[src/rtl/mp_arb_pkg.sv]
// Shared types and sizing helpers for the multiprocessor Avalon-MM round-robin arbiter.
package mp_arb_pkg;

  typedef enum logic [1:0] {
    IDLE  = 2'd0,
    ISSUE = 2'd1,
    RESP  = 2'd2
  } arb_state_e;

  function automatic int unsigned idx_width(input int unsigned n);
    return (n < 2) ? 1 : $clog2(n);
  endfunction

  // Watchdog must be able to hold TIMEOUT_CYC-1 as its last value before expiry.
  function automatic int unsigned wd_width(input int unsigned t);
    return (t < 2) ? 1 : $clog2(t + 1);
  endfunction

  function automatic int unsigned wrap_inc(input int unsigned idx, input int unsigned n);
    return (idx + 1 >= n) ? 0 : idx + 1;
  endfunction

endpackage

[src/rtl/mp_avmm_rr_arbiter_pick.sv]
// Combinational round-robin picker: rotate requests by the pointer, take the lowest set bit, rotate back.
module mp_rr_pick #(
  parameter int unsigned N  = 2,
  parameter int unsigned IW = 1
) (
  input  logic [N-1:0]  req_i,
  input  logic [IW-1:0] ptr_i,
  input  logic [N-1:0]  mask_i,
  output logic          vld_o,
  output logic [IW-1:0] idx_o
);

  logic [N-1:0] eff;
  logic [N-1:0] rot;
  int unsigned  first;
  int unsigned  sum;

  assign eff   = req_i & mask_i;
  assign rot   = N'({eff, eff} >> ptr_i);
  assign vld_o = |eff;

  always_comb begin
    first = 0;
    for (int unsigned j = N; j > 0; j--) begin
      if (rot[j-1]) first = j - 1;
    end
    sum = 32'(ptr_i) + first;
    if (sum >= N) sum = sum - N;
    idx_o = IW'(sum);
  end

endmodule

[src/rtl/mp_avmm_rr_arbiter.sv]
// Round-robin arbiter sharing one Avalon-MM slave between NUM_MASTERS masters, with stall watchdog.
// Optional grant locking via ARB_LOCK_EN; without it m_lock is ignored.
module mp_avmm_rr_arbiter
  import mp_arb_pkg::*;
#(
  parameter  int unsigned NUM_MASTERS = 2,
  parameter  int unsigned ADDR_W      = 4,
  parameter  int unsigned DATA_W      = 32,
  parameter  int unsigned TIMEOUT_CYC = 255,
  localparam int unsigned IDX_W       = idx_width(NUM_MASTERS)
) (
  input  logic                          clk_clk,
  input  logic                          reset_reset,
  input  logic [NUM_MASTERS*ADDR_W-1:0] m_address,
  input  logic [NUM_MASTERS-1:0]        m_read,
  input  logic [NUM_MASTERS-1:0]        m_write,
  input  logic [NUM_MASTERS*DATA_W-1:0] m_writedata,
  input  logic [NUM_MASTERS-1:0]        m_lock,
  output logic [DATA_W-1:0]             m_readdata,
  output logic [NUM_MASTERS-1:0]        m_waitrequest,
  output logic [ADDR_W-1:0]             s_address,
  output logic                          s_read,
  output logic                          s_write,
  output logic [DATA_W-1:0]             s_writedata,
  input  logic [DATA_W-1:0]             s_readdata,
  input  logic                          s_waitrequest,
  output logic                          arb_timeout,
  output logic [IDX_W-1:0]              grant_idx
);

  localparam int unsigned     WD_W    = wd_width(TIMEOUT_CYC);
  localparam logic [WD_W-1:0] WD_LAST = WD_W'(TIMEOUT_CYC - 1);

  arb_state_e        state_q, state_d;
  logic [IDX_W-1:0]  ptr_q, ptr_d;
  logic [IDX_W-1:0]  grant_q, grant_d;
  logic [WD_W-1:0]   wd_q, wd_d;
  logic [ADDR_W-1:0] addr_q, addr_d;
  logic [DATA_W-1:0] wdata_q, wdata_d;
  logic [DATA_W-1:0] rdata_q, rdata_d;
  logic              rd_q, rd_d;
  logic              wr_q, wr_d;
  logic              tmo_q, tmo_d;

  logic [NUM_MASTERS-1:0] req;
  logic [NUM_MASTERS-1:0] pick_mask;
  logic [IDX_W-1:0]       pick_ptr;
  logic [IDX_W-1:0]       pick_idx;
  logic                   pick_vld;
  logic [IDX_W-1:0]       grant_next;

  assign req        = m_read | m_write;
  assign grant_next = IDX_W'(wrap_inc(32'(grant_q), NUM_MASTERS));

`ifdef ARB_LOCK_EN
  logic lock_q, lock_d;
  logic lock_exit;

  // The owner is always grant_q while locked; releasing the lock hands priority to owner+1 this same cycle.
  assign lock_exit = lock_q & ~m_lock[grant_q];

  always_comb begin
    pick_ptr  = lock_exit ? grant_next : ptr_q;
    pick_mask = (lock_q && !lock_exit) ? (NUM_MASTERS'(1) << grant_q) : '1;
  end
`else
  logic unused_lock;
  assign unused_lock = ^m_lock;
  assign pick_ptr    = ptr_q;
  assign pick_mask   = '1;
`endif

  mp_rr_pick #(
    .N  (NUM_MASTERS),
    .IW (IDX_W)
  ) u_pick (
    .req_i  (req),
    .ptr_i  (pick_ptr),
    .mask_i (pick_mask),
    .vld_o  (pick_vld),
    .idx_o  (pick_idx)
  );

  always_comb begin
    state_d = state_q;
    ptr_d   = ptr_q;
    grant_d = grant_q;
    wd_d    = wd_q;
    addr_d  = addr_q;
    wdata_d = wdata_q;
    rdata_d = rdata_q;
    rd_d    = rd_q;
    wr_d    = wr_q;
    tmo_d   = 1'b0;
`ifdef ARB_LOCK_EN
    lock_d  = lock_q;
`endif
    unique case (state_q)
      IDLE: begin
`ifdef ARB_LOCK_EN
        if (lock_exit) begin
          lock_d = 1'b0;
          ptr_d  = grant_next;
        end
`endif
        if (pick_vld) begin
          grant_d = pick_idx;
          addr_d  = m_address[pick_idx*ADDR_W +: ADDR_W];
          wdata_d = m_writedata[pick_idx*DATA_W +: DATA_W];
          wr_d    = m_write[pick_idx];
          rd_d    = ~m_write[pick_idx];
          wd_d    = '0;
          state_d = ISSUE;
        end
      end
      ISSUE: begin
        // A completion in the expiry cycle still counts as a completion.
        if (!s_waitrequest) begin
          if (rd_q) rdata_d = s_readdata;
          rd_d    = 1'b0;
          wr_d    = 1'b0;
          state_d = RESP;
        end else if (wd_q == WD_LAST) begin
          rd_d    = 1'b0;
          wr_d    = 1'b0;
          rdata_d = '0;
          tmo_d   = 1'b1;
          state_d = RESP;
        end else begin
          wd_d = wd_q + WD_W'(1);
        end
      end
      RESP: begin
        ptr_d   = grant_next;
        state_d = IDLE;
`ifdef ARB_LOCK_EN
        if (m_lock[grant_q]) begin
          lock_d = 1'b1;
          ptr_d  = ptr_q;
        end else begin
          lock_d = 1'b0;
        end
`endif
      end
      default: state_d = IDLE;
    endcase
  end

  always_ff @(posedge clk_clk) begin
    if (reset_reset) begin
      state_q <= IDLE;
      ptr_q   <= '0;
      grant_q <= '0;
      wd_q    <= '0;
      addr_q  <= '0;
      wdata_q <= '0;
      rdata_q <= '0;
      rd_q    <= 1'b0;
      wr_q    <= 1'b0;
      tmo_q   <= 1'b0;
    end else begin
      state_q <= state_d;
      ptr_q   <= ptr_d;
      grant_q <= grant_d;
      wd_q    <= wd_d;
      addr_q  <= addr_d;
      wdata_q <= wdata_d;
      rdata_q <= rdata_d;
      rd_q    <= rd_d;
      wr_q    <= wr_d;
      tmo_q   <= tmo_d;
    end
  end

`ifdef ARB_LOCK_EN
  always_ff @(posedge clk_clk) begin
    if (reset_reset) lock_q <= 1'b0;
    else             lock_q <= lock_d;
  end
`endif

  always_comb begin
    m_waitrequest = '1;
    if (state_q == RESP) m_waitrequest[grant_q] = 1'b0;
  end

  // Strobes are cut combinationally by reset so an in-flight command drops without waiting for an edge.
  assign s_read      = rd_q & ~reset_reset;
  assign s_write     = wr_q & ~reset_reset;
  assign s_address   = addr_q;
  assign s_writedata = wdata_q;
  assign m_readdata  = rdata_q;
  assign arb_timeout = tmo_q;
  assign grant_idx   = grant_q;

endmodule

[config.mk]
export PLATFORM = sky130hd
export DESIGN_NAME = mp_avmm_rr_arbiter
export DESIGN_NICKNAME = d
export VERILOG_FILES = /design/src/rtl/mp_arb_pkg.sv /design/src/rtl/mp_avmm_rr_arbiter_pick.sv /design/src/rtl/mp_avmm_rr_arbiter.sv
export SDC_FILE = /design/constraint.sdc
export NUM_CORES = 1
export LEC_CHECK = 0
export ABC_AREA = 1
export BUFFER_PORTS_ARGS = -buffer_cell sky130_fd_sc_hd__buf_2
export CAP_MARGIN = 5
export CORE_ASPECT_RATIO = 0.8
export CORE_MARGIN = 5
export CORE_UTILIZATION = 41
export DETAILED_ROUTE_END_ITERATION = 6
export GPL_TIMING_DRIVEN = 0
export PLACE_DENSITY = 0.76
export SETUP_SLACK_MARGIN = 0.1
export SLEW_MARGIN = 20
export SYNTH_ARGS = -nofsm -noshare
export SYNTH_HDL_FRONTEND = slang
export SYNTH_SLANG_ARGS = --single-unit
export TNS_END_PERCENT = 30
[constraint.sdc]
create_clock -name clk_clk -period 2.45 [get_ports clk_clk]
set_clock_uncertainty 0.2 [all_clocks]
set_input_delay 0.245 -clock clk_clk [delete_from_list [all_inputs] [get_ports clk_clk]]
set_output_delay 0.245 -clock clk_clk [all_outputs]
set_load 0.01 [all_outputs]
### Yosys cells after proc, flatten, opt, wreduce, memory -nomap -nowiden

Cells that the tools add are included.
W data, S select, Z words.

| cells by class | value |
|---|---|
| add/subtract/negate cells | 4 |
| magnitude comparators | 5 |
| eq/ne operators | 8 |
| shift operators | 3 |
| mux-type cells | 27 |
| bitwise logic cells | 8 |
| reductions and logical operators | 11 |

Operators with widths:

| cell | number |
|---|---|
| $mux W32 | 3 |
| $shiftx A64 B7 Y32 | 1 |
| $mux W8 | 3 |
| $pmux W8 S2 | 1 |
| $mux W1 | 12 |
| $add A8 B1 Y8 const B | 1 |
| $eq A8 B8 Y1 const B | 1 |
| $mux W2 | 4 |
| $shiftx A8 B4 Y4 | 1 |
| $ne A2 B2 Y1 const B | 3 |
| $reduce_and A3 Y1 | 2 |
| $ge A2 B2 Y1 const B | 2 |
| $lt A1 B2 Y1 const B | 2 |
| $not A1 Y1 | 4 |
| $pmux W1 S2 | 2 |
| $pmux W2 S2 | 1 |
| $reduce_and A2 Y1 | 2 |
| $reduce_and A4 Y1 | 1 |
| $reduce_bool A2 Y1 | 2 |
| $shr A4 B1 Y2 | 1 |
| $ne A3 B3 Y1 const B | 1 |
| $reduce_or A3 Y1 | 1 |
| $add A1 B1 Y2 | 1 |
| $add A1 B1 Y2 const B | 1 |
| 12 further kinds | 13 |

| word-level totals | value |
|---|---|
| flip-flop bits (word level) | 83 |
| input port bits | 113 |
| output and inout bits | 74 |

### Depth between registers and ports, before layout

| depth | value |
|---|---|
| depth in word-level cells | 12 |
| depth in mapped cells | 10 |
| depth with buffers taken out | 9 |

### Modules after synthesis

From an unflattened synthesis, not the netlist that was laid out.

| unflattened totals | value |
|---|---|
| cells, all modules | 652 |
| area total of the unflattened synthesis | 4,101.4 µm² |

Modules (own cells, without submodules):

| module | instances | cells each | area an instance (µm²) | seq. area each (µm²) |
|---|---|---|---|---|
| mp_avmm_rr_arbiter | 1 | 644 | 4,067.7 | 1,661.6 |
| mp_rr_pick | 1 | 8 | 33.8 | 0.0 |

### Worst setup path before layout

OpenSTA, ideal clock, no wires.

| path | value |
|---|---|
| path kind | flip-flop to flip-flop |
| start | reg wd_q[0] |
| end | reg rdata_q[14] (netlist: m_readdata[14]) |
| setup time | 115 ps |
| data arrival time | 1,442 ps |
| required time | 2,135 ps |
| path slack | 693 ps |
| cell stages (with the launch flop) | 11 |
| buffers on the path | 1 |
| cell sequence | dfxtp_1 > inv_1 > ha_1 > nand2_1 > nor2_2 > nand2_4 > o21ai_4 > buf_6 > nand3_1 > nand2_1 > nor2_1 |

| between the ends | value |
|---|---|
| word-level cells in the longest chain between the ends | 3 |

RTL lines:

| item | line | RTL |
|---|---|---|
| start, declared | mp_avmm_rr_arbiter.sv:37 | `logic [WD_W-1:0] wd_q, wd_d;` |
| start signal, assigned | mp_avmm_rr_arbiter.sv:165 | `wd_q <= wd_d;` |
| $eq A8 B8 Y1 | mp_avmm_rr_arbiter.sv:123 | `end else if (wd_q == WD_LAST) begin` |
| $ne A2 B1 Y1 (no line) | n/a |  |
| $reduce_and A3 Y1 (no line) | n/a |  |
| end signal, assigned | mp_avmm_rr_arbiter.sv:168 | `rdata_q <= rdata_d;` |
| end, declared | mp_avmm_rr_arbiter.sv:40 | `logic [DATA_W-1:0] rdata_q, rdata_d;` |

No other way between the ends.
A chain may end at the register's enable or synchronous reset.

### Worst setup path in the final report

| path | value |
|---|---|
| start | reg ptr_q (netlist: pick_ptr) |
| end | reg wdata_q[18] (netlist: s_writedata[18]) |

| between the ends | value |
|---|---|
| word-level cells in the longest chain between the ends | 7 |
| elaborated cells on any way between the ends | 8 |
| those cells by class | add/sub: 2; order compare: 1; shift: 2; mux: 3 |

RTL lines:

| item | line | RTL |
|---|---|---|
| start, declared | mp_avmm_rr_arbiter.sv:35 | `logic [IDX_W-1:0] ptr_q, ptr_d;` |
| start signal, assigned | mp_avmm_rr_arbiter.sv:163 | `ptr_q <= ptr_d;` |
| $shr A4 B1 Y2 | mp_avmm_rr_arbiter_pick.sv:19 | `assign rot = N'({eff, eff} >> ptr_i);` |
| $mux W1 (2 in a row) | mp_avmm_rr_arbiter_pick.sv:25 | `if (rot[j-1]) first = j - 1;` |
| $add A1 B1 Y2 * | mp_avmm_rr_arbiter_pick.sv:27 | `sum = 32'(ptr_i) + first;` |
| $ge A2 B2 Y1 or $sub A1 B1 Y1 (tied branches) | mp_avmm_rr_arbiter_pick.sv:28 | `if (sum >= N) sum = sum - N;` |
| $mux W1 * | mp_avmm_rr_arbiter_pick.sv:28 |  |
| $shiftx A64 B7 Y32 * | mp_avmm_rr_arbiter.sv:109 | `wdata_d = m_writedata[pick_idx*DATA_W +: DATA_W];` |
| end signal, assigned | mp_avmm_rr_arbiter.sv:167 | `wdata_q <= wdata_d;` |
| end, declared | mp_avmm_rr_arbiter.sv:39 | `logic [DATA_W-1:0] wdata_q, wdata_d;` |

Every way passes the cells marked *; elsewhere a longest branch is shown, timed or not.

==> results.env <==
DRT_ITER0_DRC=306
POST_SYNTH_INSTANCE_AREA_SQ_UM=3860
POST-ROUTE-DRC-COUNT=0
TIMING.HOLD.WS_NS=0.00706
CTS_BUFFERS=9
STARTPOINT_OF_THE_MOST_CRITICAL_HOLD_PATH='m_writedata[4]'
MOST_CROWDED_LAYER_AFTER_GLOBAL_ROUTING='met2'
CTS.ROOT.BUFFER_CELL='sky130_fd_sc_hd__clkbuf_16'
BUFS_ON_LONGEST_CLOCK_PATH=2
DRT_PASS1_ITERATIONS=5
WORSTPATHREQUIRED_NS=2.52
TRITONCTS_NUM_SINKS=83
FINAL_LAYOUT_SIZE_SUFFIX_GT1_SHARE_PCT=29.1
TIMING_WORST_SLEW_PIN_VALUE_NS=0.523
RSZ_0062_RAISED_AFTER_GLOBAL_ROUTING='false'
POST-ROUTE-WORST-SETUP-SLACK_NS=0.281
AVGVIACOUNTPERCELL=5.13
ANTENNA_VIOLATING_NETS_POST_ROUTE=0
INSERTION_DELAY_NS=0.33
VIA_COUNT_OF_THE_FIRST_GLOBAL_ROUTING_PASS=4755
GLOBAL_ROUTE.OVERFLOW_TOTAL=0
CRITICAL_PATH_CLASS='reg2reg'
DIE_AREA_SQ_UM=11500
ANTENNA_FOUND_INITIAL=2
SYNTHESIS.YOSYS.WARNINGS=0
DRT-WIRELENGTH-PER-CELL_MICRONS=14.5
IO_BUFFER_COUNT=184
CLOCK_TREE_FROM_TRITONCTS='done'
TIMING.FINAL.SETUP_VIOLATIONS=0
CRIT_PATH_MAX_FANOUT=10
AREA.SEQUENTIAL_SQ_UM=1660
INITIAL_CORE_UTIL_PCT=42.4
R2R_START='pick_ptr'
LEAKAGEPOWER_nW=2.81
DIE_HEIGHT_MICRONS=96.8
MAX_CAP_VIOLATIONS=0
TOTALWIRELENGTH_MM=13.4
WORST_SETUP_START_KIND='flop'
SEQ_AREA_FRAC_SYNTH_PCT=43.0
FLOW.AREA_GROWTH_FROM_SYNTHESIS_PCT=51.3
TRACK_USAGE_PCT=23.0
PWR_DENSITY_CELL_nW_PER_UM2=660
POWER.TOTAL_mW=3.86
POST_SYNTHESIS_NET_COUNT=668
FINAL-MAX-SLEW-VIOLATION-COUNT=0
ROUTED-VIA-COUNT=4749
FLOORPLAN.ROWS=31
NUM-NETS-FINAL=918
PLACEABLECOREAREA_SQ_UM=9110
STATUS='complete, no violations'
FP.DIEW_MICRONS=119
SYNTHESIS.INSTANCES=553
FINALCRITPERIODSHARE_PCT=88.5
YOSYS.CELL_TYPES.COUNT=29
GRT_USE_MET1_PCT=27.1
MET2_USAGE_IN_GLOBAL_ROUTING_PCT=38.1
DETAILEDPLACE.WORSTSLACK_NS=0.451
DP_HPWL_MM=9.34
POSTSYNTH.TOPFLOPCELL='sky130_fd_sc_hd__dfxtp_1'
MULTI_INPUT_AREA_SQ_UM=1880
GRT_START_MAX_NET_PINS=14
SYNTH.FF_LATCH_COUNT=83
ASR_FLOP_RATIO_SYNTH_PCT=0
REPORT.FINAL.HOLD_VIOL_COUNT=0
NUM-FILL-CELLS=798
MAX_FREQ_GHz=0.461
SETUP-TNS-FINAL_NS=0
WORSTHOLDPATHTYPE='in2reg'
SYNTH_EDF_COUNT=0
FINAL_CRITICAL_PATH_REQUIRED_PERIOD_NS=2.17
CTS.CLK_SLEW.WORST_PATHS_NS=0.06
WORST_SLEW_MARGIN_REL_PCT=65.0
FINAL_AREA_SQ_UM=5840
GLOBAL_ROUTE_WIRE_LENGTH_BEFORE_REPAIR_MM=22.4
VDD_IR_DROP_MAX_mV=0.466
IO_PINS=187
CTS_HTREE_LEVELS=3
POST_DP_CELL_AREA_SQ_UM=4930
SYN_AVG_CELL_AREA_SQ_UM=6.98
GR-USAGE-MET3_PCT=8.98
CP.ARRIVAL_NS=2.24
CRIT_START='pick_ptr'
GLOBALPLACE.CONGESTION=0.863
SORT_OF_ELEMENT_AT_THE_END_OF_THE_CRITICAL_PATH='flop'
==> cell type report <==
class                           count  share of cell area (%)
Multi-Input combinational cell    404                    32.1
Clock buffer                       11                    4.15
Inverter                           25                    1.67
Sequential cell                    83                    28.4
Buffer                             41                    4.18
Antenna cell                        2                  0.0857
Timing Repair Buffer              239                    25.2
Tap cell                          115                    2.46
Clock inverter                      5                    1.71
==> metrics by stage <==
| stage | instances | util (%) |
|---|---|---|
| 2_1_floorplan | 553 | - |
| 4_1_cts | 922 | 63.7 |
| 6_report | 925 | 64.1 |
| 3_5_place_dp | 852 | 54.0 |
| 3_3_place_gp | 852 | 54.0 |
| 5_1_grt | 925 | 64.1 |
==> worst paths after layout <==
path | end | slack, ns | depth (start not counted)
setup / recovery | s_writedata[18] | 0.28 | 6
hold / removal | s_writedata[4] | 0.007 | 3
setup reg to reg | s_writedata[18] | 0.28 | 6
hold reg to reg | s_address[1] | 0.25 | 2
==> state kept, by name, summed over array words and instances, names as in the netlist <==
signal / cells
s_writedata: 32
pick_ptr: 1
arb_timeout: 1
s_address: 4
rd_q: 1
state_q: 2
m_readdata: 32
wr_q: 1
wd_q: 8
grant_idx: 1
==> where the power goes <==
| group | switching (mW) | total [mW] | internal (mW) | leakage (nW) |
|---|---|---|---|---|
| registers | 0.0584 | 1.51 | 1.45 | 0.680 |
| logic | 0.435 | 0.786 | 0.350 | 1.96 |
| clock network | 0.539 | 1.56 | 1.02 | 0.170 |
| total | 1.03 | 3.86 | 2.82 | 2.81 |
==> layer usage <==
layer / vias up / part of all wire [%]
li1: 2348 / -
met1: 2149 / 41
met2: 227 / 47
met3: 25 / 9.8
met4: 0 / 1.7
met5: - / 0
==> layout by cell type, fill, tap and decap left out, types with 3 or more instances in the layout <==
cell type	Yosys	routed
sky130_fd_sc_hd__dlygate4sd3_1	0	55
sky130_fd_sc_hd__nand2_1	142	141
sky130_fd_sc_hd__inv_1	20	20
sky130_fd_sc_hd__bufinv_16	0	3
sky130_fd_sc_hd__clkbuf_16	0	9
sky130_fd_sc_hd__o21ai_1	10	9
sky130_fd_sc_hd__dfxtp_1	83	83
sky130_fd_sc_hd__buf_2	8	192
sky130_fd_sc_hd__buf_8	4	4
sky130_fd_sc_hd__nor2_1	57	57
sky130_fd_sc_hd__a31oi_1	29	29
sky130_fd_sc_hd__clkbuf_1	24	18
sky130_fd_sc_hd__a21oi_1	41	41
sky130_fd_sc_hd__inv_2	4	4
sky130_fd_sc_hd__buf_4	3	3
sky130_fd_sc_hd__clkbuf_2	0	7
sky130_fd_sc_hd__o21ai_0	31	31
sky130_fd_sc_hd__nand3_1	77	77
==> cells in the mapped netlist, types with 2 or more instances <==
| cell | count | share of area, % |
|---|---|---|
| sky130_fd_sc_hd__xor2_1 | 2 | 0.45 |
| sky130_fd_sc_hd__inv_2 | 4 | 0.39 |
| sky130_fd_sc_hd__nand4_1 | 2 | 0.32 |
| sky130_fd_sc_hd__ha_1 | 2 | 0.65 |
| sky130_fd_sc_hd__clkbuf_1 | 24 | 2.3 |
| sky130_fd_sc_hd__buf_4 | 3 | 0.58 |
| sky130_fd_sc_hd__a31oi_1 | 29 | 4.7 |
| sky130_fd_sc_hd__inv_1 | 20 | 1.9 |
| sky130_fd_sc_hd__o21ai_1 | 10 | 1.3 |
| sky130_fd_sc_hd__nand2_1 | 142 | 14 |
| sky130_fd_sc_hd__buf_6 | 2 | 0.58 |
| sky130_fd_sc_hd__nand3_1 | 77 | 10 |
| sky130_fd_sc_hd__nor3_1 | 2 | 0.26 |
| sky130_fd_sc_hd__dfxtp_1 | 83 | 43 |
| sky130_fd_sc_hd__buf_8 | 4 | 1.6 |
| sky130_fd_sc_hd__o21ai_0 | 31 | 4.0 |
| sky130_fd_sc_hd__buf_2 | 8 | 1.0 |
| sky130_fd_sc_hd__nor2_1 | 57 | 5.5 |
| sky130_fd_sc_hd__a21oi_1 | 41 | 5.3 |
==> worst max-delay path: stages (launching register included) <==
cell	delay, ns
sky130_fd_sc_hd__dfxtp_1	0.39
sky130_fd_sc_hd__nand2_1	0.13
sky130_fd_sc_hd__nand2_2	0.19
sky130_fd_sc_hd__clkbuf_1	0.36
sky130_fd_sc_hd__nand2_1	0.12
sky130_fd_sc_hd__a31oi_1	0.16
sky130_fd_sc_hd__dlygate4sd3_1	0.57
==> kinds of logic after synthesis <==
group	Yosys count	share of synthesized area [%]
xor gates and xnor gates	3	0.681
adders and majority gates	2	0.648
and+or+nand+nor	286	31.2
AOI/OAI and AO/OA	113	15.9
buffers and inverters	66	8.52
DFF	83	43.0
==> repair_timing <==
item,4_1_cts,5_1_grt
hold buffers,54,1
resized for setup,0,17
endpoints found under the setup margin,0,17
setup buffers,0,0
hold endpoints to repair,38,1
(Power assumes the default switching activity.)
